**src/rtl/uart_tx_arbiter_pkg.sv**
```systemverilog
// uart_tx_arbiter_pkg: shared arbiter state encoding and width helper
package uart_tx_arbiter_pkg;

    localparam int DWIDTH_DEF = 8;

    typedef enum logic [2:0] {
        IDLE      = 3'd0,
        ISSUE     = 3'd1,
        WAIT_BUSY = 3'd2,
        WAIT_DONE = 3'd3,
        GAP       = 3'd4
    } arb_state_t;

    function automatic int cnt_width(input int n);
        return (n < 2) ? 1 : $clog2(n);
    endfunction

endpackage

```
**src/rtl/uart_tx_arbiter_rr_pick.sv**
```systemverilog
// uart_tx_arbiter_rr_pick: rotating-priority picker, first set request at or after ptr
module uart_tx_arbiter_rr_pick #(
    parameter int NREQ = 4,
    localparam int IW = $clog2(NREQ)
) (
    input  logic [NREQ-1:0] req,
    input  logic [IW-1:0]   ptr,
    output logic [NREQ-1:0] onehot,
    output logic [IW-1:0]   idx,
    output logic            any
);

    always_comb begin
        idx = '0;
        for (int k = NREQ - 1; k >= 0; k--)
            if (req[(int'(ptr) + k) % NREQ]) idx = IW'((int'(ptr) + k) % NREQ);
        any = |req;
        onehot = any ? (NREQ'(1) << idx) : '0;
    end

endmodule

```
**src/rtl/uart_tx_arbiter.sv**
```systemverilog
// uart_tx_arbiter: round-robin sharing of one UART transmitter with gap and start timeout
module uart_tx_arbiter
    import uart_tx_arbiter_pkg::*;
#(
    parameter int NREQ       = 4,
    parameter int DWIDTH     = DWIDTH_DEF,
    parameter int GAP_CYCLES = 0,
    parameter int TIMEOUT    = 64,
    localparam int IW = $clog2(NREQ),
    localparam int TW = cnt_width(TIMEOUT + 1),
    localparam int GW = cnt_width(GAP_CYCLES + 1)
) (
    input  logic                   clk,
    input  logic                   rst,
    input  logic [NREQ-1:0]        req_valid,
    input  logic [NREQ*DWIDTH-1:0] req_data,
    input  logic [NREQ-1:0]        req_par_en,
    output logic [NREQ-1:0]        req_ready,
    input  logic                   tx_busy,
    output logic                   tx_data_valid,
    output logic [DWIDTH-1:0]      tx_p_data,
    output logic                   tx_par_en,
    output logic [IW-1:0]          grant_id,
    output logic                   arb_busy,
    output logic                   err_timeout
);

    arb_state_t      state, nxt;
    logic [IW-1:0]   rr_ptr, pick_idx;
    logic [NREQ-1:0] pick_oh;
    logic            pick_any, accept, timeout_hit;
    logic [TW-1:0]   tmo_cnt;
    logic [GW-1:0]   gap_cnt;

    uart_tx_arbiter_rr_pick #(.NREQ(NREQ)) u_pick (
        .req    (req_valid),
        .ptr    (rr_ptr),
        .onehot (pick_oh),
        .idx    (pick_idx),
        .any    (pick_any)
    );

    assign accept      = (state == IDLE) && pick_any && !tx_busy;
    assign req_ready   = accept ? pick_oh : '0;
    assign arb_busy    = (state != IDLE);
    assign timeout_hit = (state == WAIT_BUSY) && !tx_busy && (tmo_cnt == TW'(TIMEOUT - 1));

    always_comb begin
        nxt = state;
        unique case (state)
            IDLE:      nxt = accept ? ISSUE : IDLE;
            ISSUE:     nxt = WAIT_BUSY;
            WAIT_BUSY: nxt = tx_busy ? WAIT_DONE : timeout_hit ? ((GAP_CYCLES == 0) ? IDLE : GAP) : WAIT_BUSY;
            WAIT_DONE: nxt = tx_busy ? WAIT_DONE : ((GAP_CYCLES == 0) ? IDLE : GAP);
            GAP:       nxt = (gap_cnt == GW'(1)) ? IDLE : GAP;
            default:   nxt = IDLE;
        endcase
    end

    always_ff @(posedge clk or negedge rst) begin
        if (!rst) begin
            state         <= IDLE;
            rr_ptr        <= '0;
            tx_p_data     <= '0;
            tx_par_en     <= 1'b0;
            grant_id      <= '0;
            tx_data_valid <= 1'b0;
            err_timeout   <= 1'b0;
            tmo_cnt       <= '0;
            gap_cnt       <= '0;
        end else begin
            state         <= nxt;
            tx_data_valid <= accept;
            err_timeout   <= timeout_hit;
            if (accept) begin
                tx_p_data <= req_data[int'(pick_idx)*DWIDTH +: DWIDTH];
                tx_par_en <= req_par_en[pick_idx];
                grant_id  <= pick_idx;
                rr_ptr    <= (pick_idx == IW'(NREQ - 1)) ? '0 : pick_idx + IW'(1);
            end
            if (state == ISSUE)
                tmo_cnt <= '0;
            else if (state == WAIT_BUSY && !tx_busy && !timeout_hit)
                tmo_cnt <= tmo_cnt + TW'(1);
            // both the done path and the timeout path enter GAP with a fresh count
            if (nxt == GAP && state != GAP)
                gap_cnt <= GW'(GAP_CYCLES);
            else if (state == GAP)
                gap_cnt <= gap_cnt - GW'(1);
        end
    end

endmodule

```
**config.mk**
```make
export PLATFORM = sky130hd
export DESIGN_NAME = uart_tx_arbiter
export DESIGN_NICKNAME = d
export VERILOG_FILES = /design/src/rtl/uart_tx_arbiter_pkg.sv /design/src/rtl/uart_tx_arbiter_rr_pick.sv /design/src/rtl/uart_tx_arbiter.sv
export SDC_FILE = /design/constraint.sdc
export NUM_CORES = 1
export LEC_CHECK = 0
export ABC_AREA = 1
export CORE_MARGIN = 5
export CORE_UTILIZATION = 30
export CTS_CLUSTER_SIZE = 28
export DETAILED_ROUTE_END_ITERATION = 6
export HOLD_SLACK_MARGIN = 0.05
export PLACE_DENSITY_LB_ADDON = 0.25
export REMOVE_ABC_BUFFERS = 1
export SKIP_LAST_GASP = 1
export SLEW_MARGIN = 5
export SYNTH_ARGS = -nofsm -noshare
export SYNTH_HDL_FRONTEND = slang
export SYNTH_SLANG_ARGS = --single-unit
```
**constraint.sdc**
```tcl
create_clock -name clk -period 5.3 [get_ports clk]
set_input_delay 1.06 -clock clk [delete_from_list [all_inputs] [get_ports clk]]
set_output_delay 1.06 -clock clk [all_outputs]
set_load 0.01 [all_outputs]
```
==> impl_metrics.ini <==
[min_path]
hold_class = flip-flop to flip-flop
worstHoldPathCells = 1
hold_end = state[2]
hp-start = gap_cnt

[clocking]
cts_tree = yes
cts_buffers = 3
hold_buffers = 0
htreeDepth = 1
cts_sinks = 26
clk-insertion-delay-late_ps = 260
cts_root_buffer = clkbuf_8
path_clk_slew_ps = 80
post_cts_buffers = 0
clk_path_buf_depth = 2
cts_resized = 0

[synthesis]
yosysWarnings = 0
synthXorXnorAreaFrac_pct = 0.511
synth_fa_ha_area_share_pct = 3.65
synth-compound-area-share_pct = 8.25
synth-seq-area-share_pct = 38.0
yosys.area_share.simple_pct = 35.3
synth_cells = 243
synth_seq_cells = 26
synthDistinctLibCells = 31
synth_mux_area_share_pct = 0.657
syn-cell-area_um2 = 1710
synth.avg_cell_area_um2 = 7.05
synth_top_family_by_area = simple AND/OR/NAND/NOR gates

[status]
outcome = complete, no violations

[global_route]
antenna_found_initial = 0
overflow = 0
grt_max_degree = 32
grt_pass1_wl_um = 7030
grt_pass1_vias = 1588
grt_usage_pct = 11.5

[setup_path]
worstPathMaxFanout = 31
r2r_start = rr_ptr[0]
required_ps = 4240
crit_arrival_ps = 3380
startpoint_type = primary input
worstSetupEndpointType = primary output
rr_worst_depth = 9
rrSetupSlack_ps = 3230
cp_top_family = buffers and inverters
slowest_delay_ps = 570
worst-path-buf-inv = 5
critPathKind = primary input to primary output
crit_start = req_valid[1]
slowest_stage = clkdlybuf4s50_1
path_cells = clkdlybuf4s50_1, inv_1, nand2_1, nand3_1, nand2_1, nand3_2, nand3_2, nand2_4, inv_2, ha_1, inv_1, nor2_1, clkdlybuf4s50_1
r2r_end = rr_ptr[1]

[final_layout]
seqCellArea_um2 = 651
num_antenna_cells = 0
multi_input_area_um2 = 828
final_layout_size_suffix_gt1_share_pct = 5.32
final_cell_count_no_fill = 373
filler_cell_count = 602
fin_nets = 351
syn2layout_area_growth_pct = 40.5

[timing]
hold_ws_ps = 450
rsz0062_at_grt = no
fmax_mhz = 225
fin_crit_sh_pct = 83.7
finalHoldViolCount = 0
slew_violations = 0
period_needed_ps = 4440
slew_headroom_pct = 58.6
setup_violations = 0
finClkSkew_ps = 1.04
postLayoutSetupSlackWorst_ps = 862
worstMarginPinSlew_ps = 619
tns_ps = 0

[routing]
wl_met1_um = 1880
wl_per_cell_um = 10.8
viasPerCell = 4.36
drtAntennaViolNets = 0
dr_wl_met2_um = 1840
met3WireLength_um = 319
vias = 1626
top_layer = met4
drc_errors = 0
routed_wl_um = 4050
drt_iter0_drc = 71
drtPass1Iterations = 4

[placement]
pre_cts_slack_ps = 863
port-buffer-count = 60
dp.cells = 370
hpwl_um = 3180
routabilityCongestion = 0.759

[floorplanning]
fp.dieH_um = 85.6
die_area_um2 = 7330
core_area_um2 = 5540
start_util_pct = 30.9
die_width_um = 85.6
core.rowCount = 27
io_pins = 61

[pwr]
switchingPower_uw = 531
vdd_drop_max_uv = 173
pwr-share-seq_pct = 27.8
finalPower_mw = 1.15
power_switching_share_pct = 46.0
p_clk_share_pct = 9.3
comb_power_share_pct = 62.9
internal-power_uw = 624
cellPowerDensity_nw_per_um2 = 479
leakagePower_nw = 1.20

[flow_run]
drv_cap = 0
-- worst max path at each step --
stage / cells after the start / slack, ps / to
finish: 13 / 860 / req_ready[0]
global route: 13 / 660 / req_ready[0]
CTS: 11 / 860 / req_ready[3]
detailed placement: 11 / 860 / req_ready[3]
global placement: 11 / 890 / req_ready[3]
floorplan: 10 / 1970 / req_ready[3]
-- synthesized netlist by cell type --
master	instances	share of area (%)
nand2_1	63	14
inv_1	46	10
nand3_1	36	11
dfrtp_1	26	38
nor2_1	13	2.8
o211ai_1	6	2.6
a21oi_1	5	1.5
ha_1	5	3.6
o21ai_0	5	1.5
or2_0	5	1.8
nor3_1	4	1.2
inv_2	3	0.66
and2_1	2	0.73
buf_4	2	0.88
buf_6	2	1.3
clkbuf_1	2	0.44
nand2_4	2	1.3
nand3_2	2	1.2
nor2_2	2	0.73
a22o_1	1	0.51
a41oi_1	1	0.51
inv_4	1	0.37
mux2_2	1	0.66
nand2_2	1	0.37
nand3b_1	1	0.44
nand4_1	1	0.37
o211a_1	1	0.58
o21a_1	1	0.44
o21ai_1	1	0.29
o22ai_1	1	0.37
xnor2_1	1	0.51
-- cell type report --
cell class	count	area share, %
tap	72	3.74
sequential	26	27.0
clock buffer	3	1.71
inverter	50	7.90
multi-input combinational	161	34.4
timing repair buffer	61	25.2
-- routing by layer --
metal	vias up	track usage [%]
li1	877	-
met1	707	15.2
met2	40	18.6
met3	2	3.94
met4	0	1.73
met5	-	0
-- stage by stage --
| stage | area, µm² | util [%] |
|---|---|---|
| after floorplan | 1670 | - |
| after global placement | 2370 | 42.7 |
| after detailed placement | 2370 | 42.7 |
| after CTS | 2410 | 43.5 |
| after global routing | 2410 | 43.5 |
| final | 2410 | 43.5 |
-- logic make-up after synthesis --
| group | after synthesis |
|---|---|
| XOR/XNOR | 1 |
| buffers and inverters | 56 |
| flip-flops | 26 |
| multiplexers | 1 |
| adder cells (fa/ha/maj) | 5 |
| AND/OR/NAND/NOR | 132 |
| AO/OA/AOI/OAI | 22 |
-- state kept, by name (all words and copies together) (netlist names) --
signal and count:
rr_ptr 2, tx_p_data 8, tx_par_en 1, state 3, tx_data_valid 1, tmo_cnt 7, err_timeout 1, gap_cnt 1
grant_id 2
-- power groups by stage --
stage	registers [mW]	clock network, mW	logic [mW]
detailed placement	0.325	0	0.734
CTS	0.323	0.113	0.740
finish	0.321	0.107	0.726
global route	0.334	0.122	0.837
floorplan	0.334	0	0.469
global placement	0.324	0	0.728
-- cell usage in the layout, fill, tap and decap left out, types with 2 or more instances in the layout --
cell type        synthesis  routed
ha_1                     5       5
or2_0                    5       5
dfrtp_1                 26      26
a21oi_1                  5       5
and2_1                   2       2
nand3_2                  2       2
nor3_1                   4       4
inv_1                   46      46
nand2_1                 63      63
clkdlybuf4s50_1          0      60
nand3_1                 36      36
o21ai_0                  5       5
nor2_1                  13      13
o211ai_1                 6       6
nor2_2                   2       2
nand2_4                  2       2
clkbuf_8                 0       3
inv_2                    3       3
-- worst register-to-register path: stages, from the launching register on --
cell,delay [ps]
dfrtp_1,580
nand2_1,140
nand3_1,140
nand2_1,70
inv_2,60
nand3_2,190
nand2_4,310
ha_1,300
nand2_1,70
o21ai_0,80
Note: power is estimated with default switching activity, not from simulation.
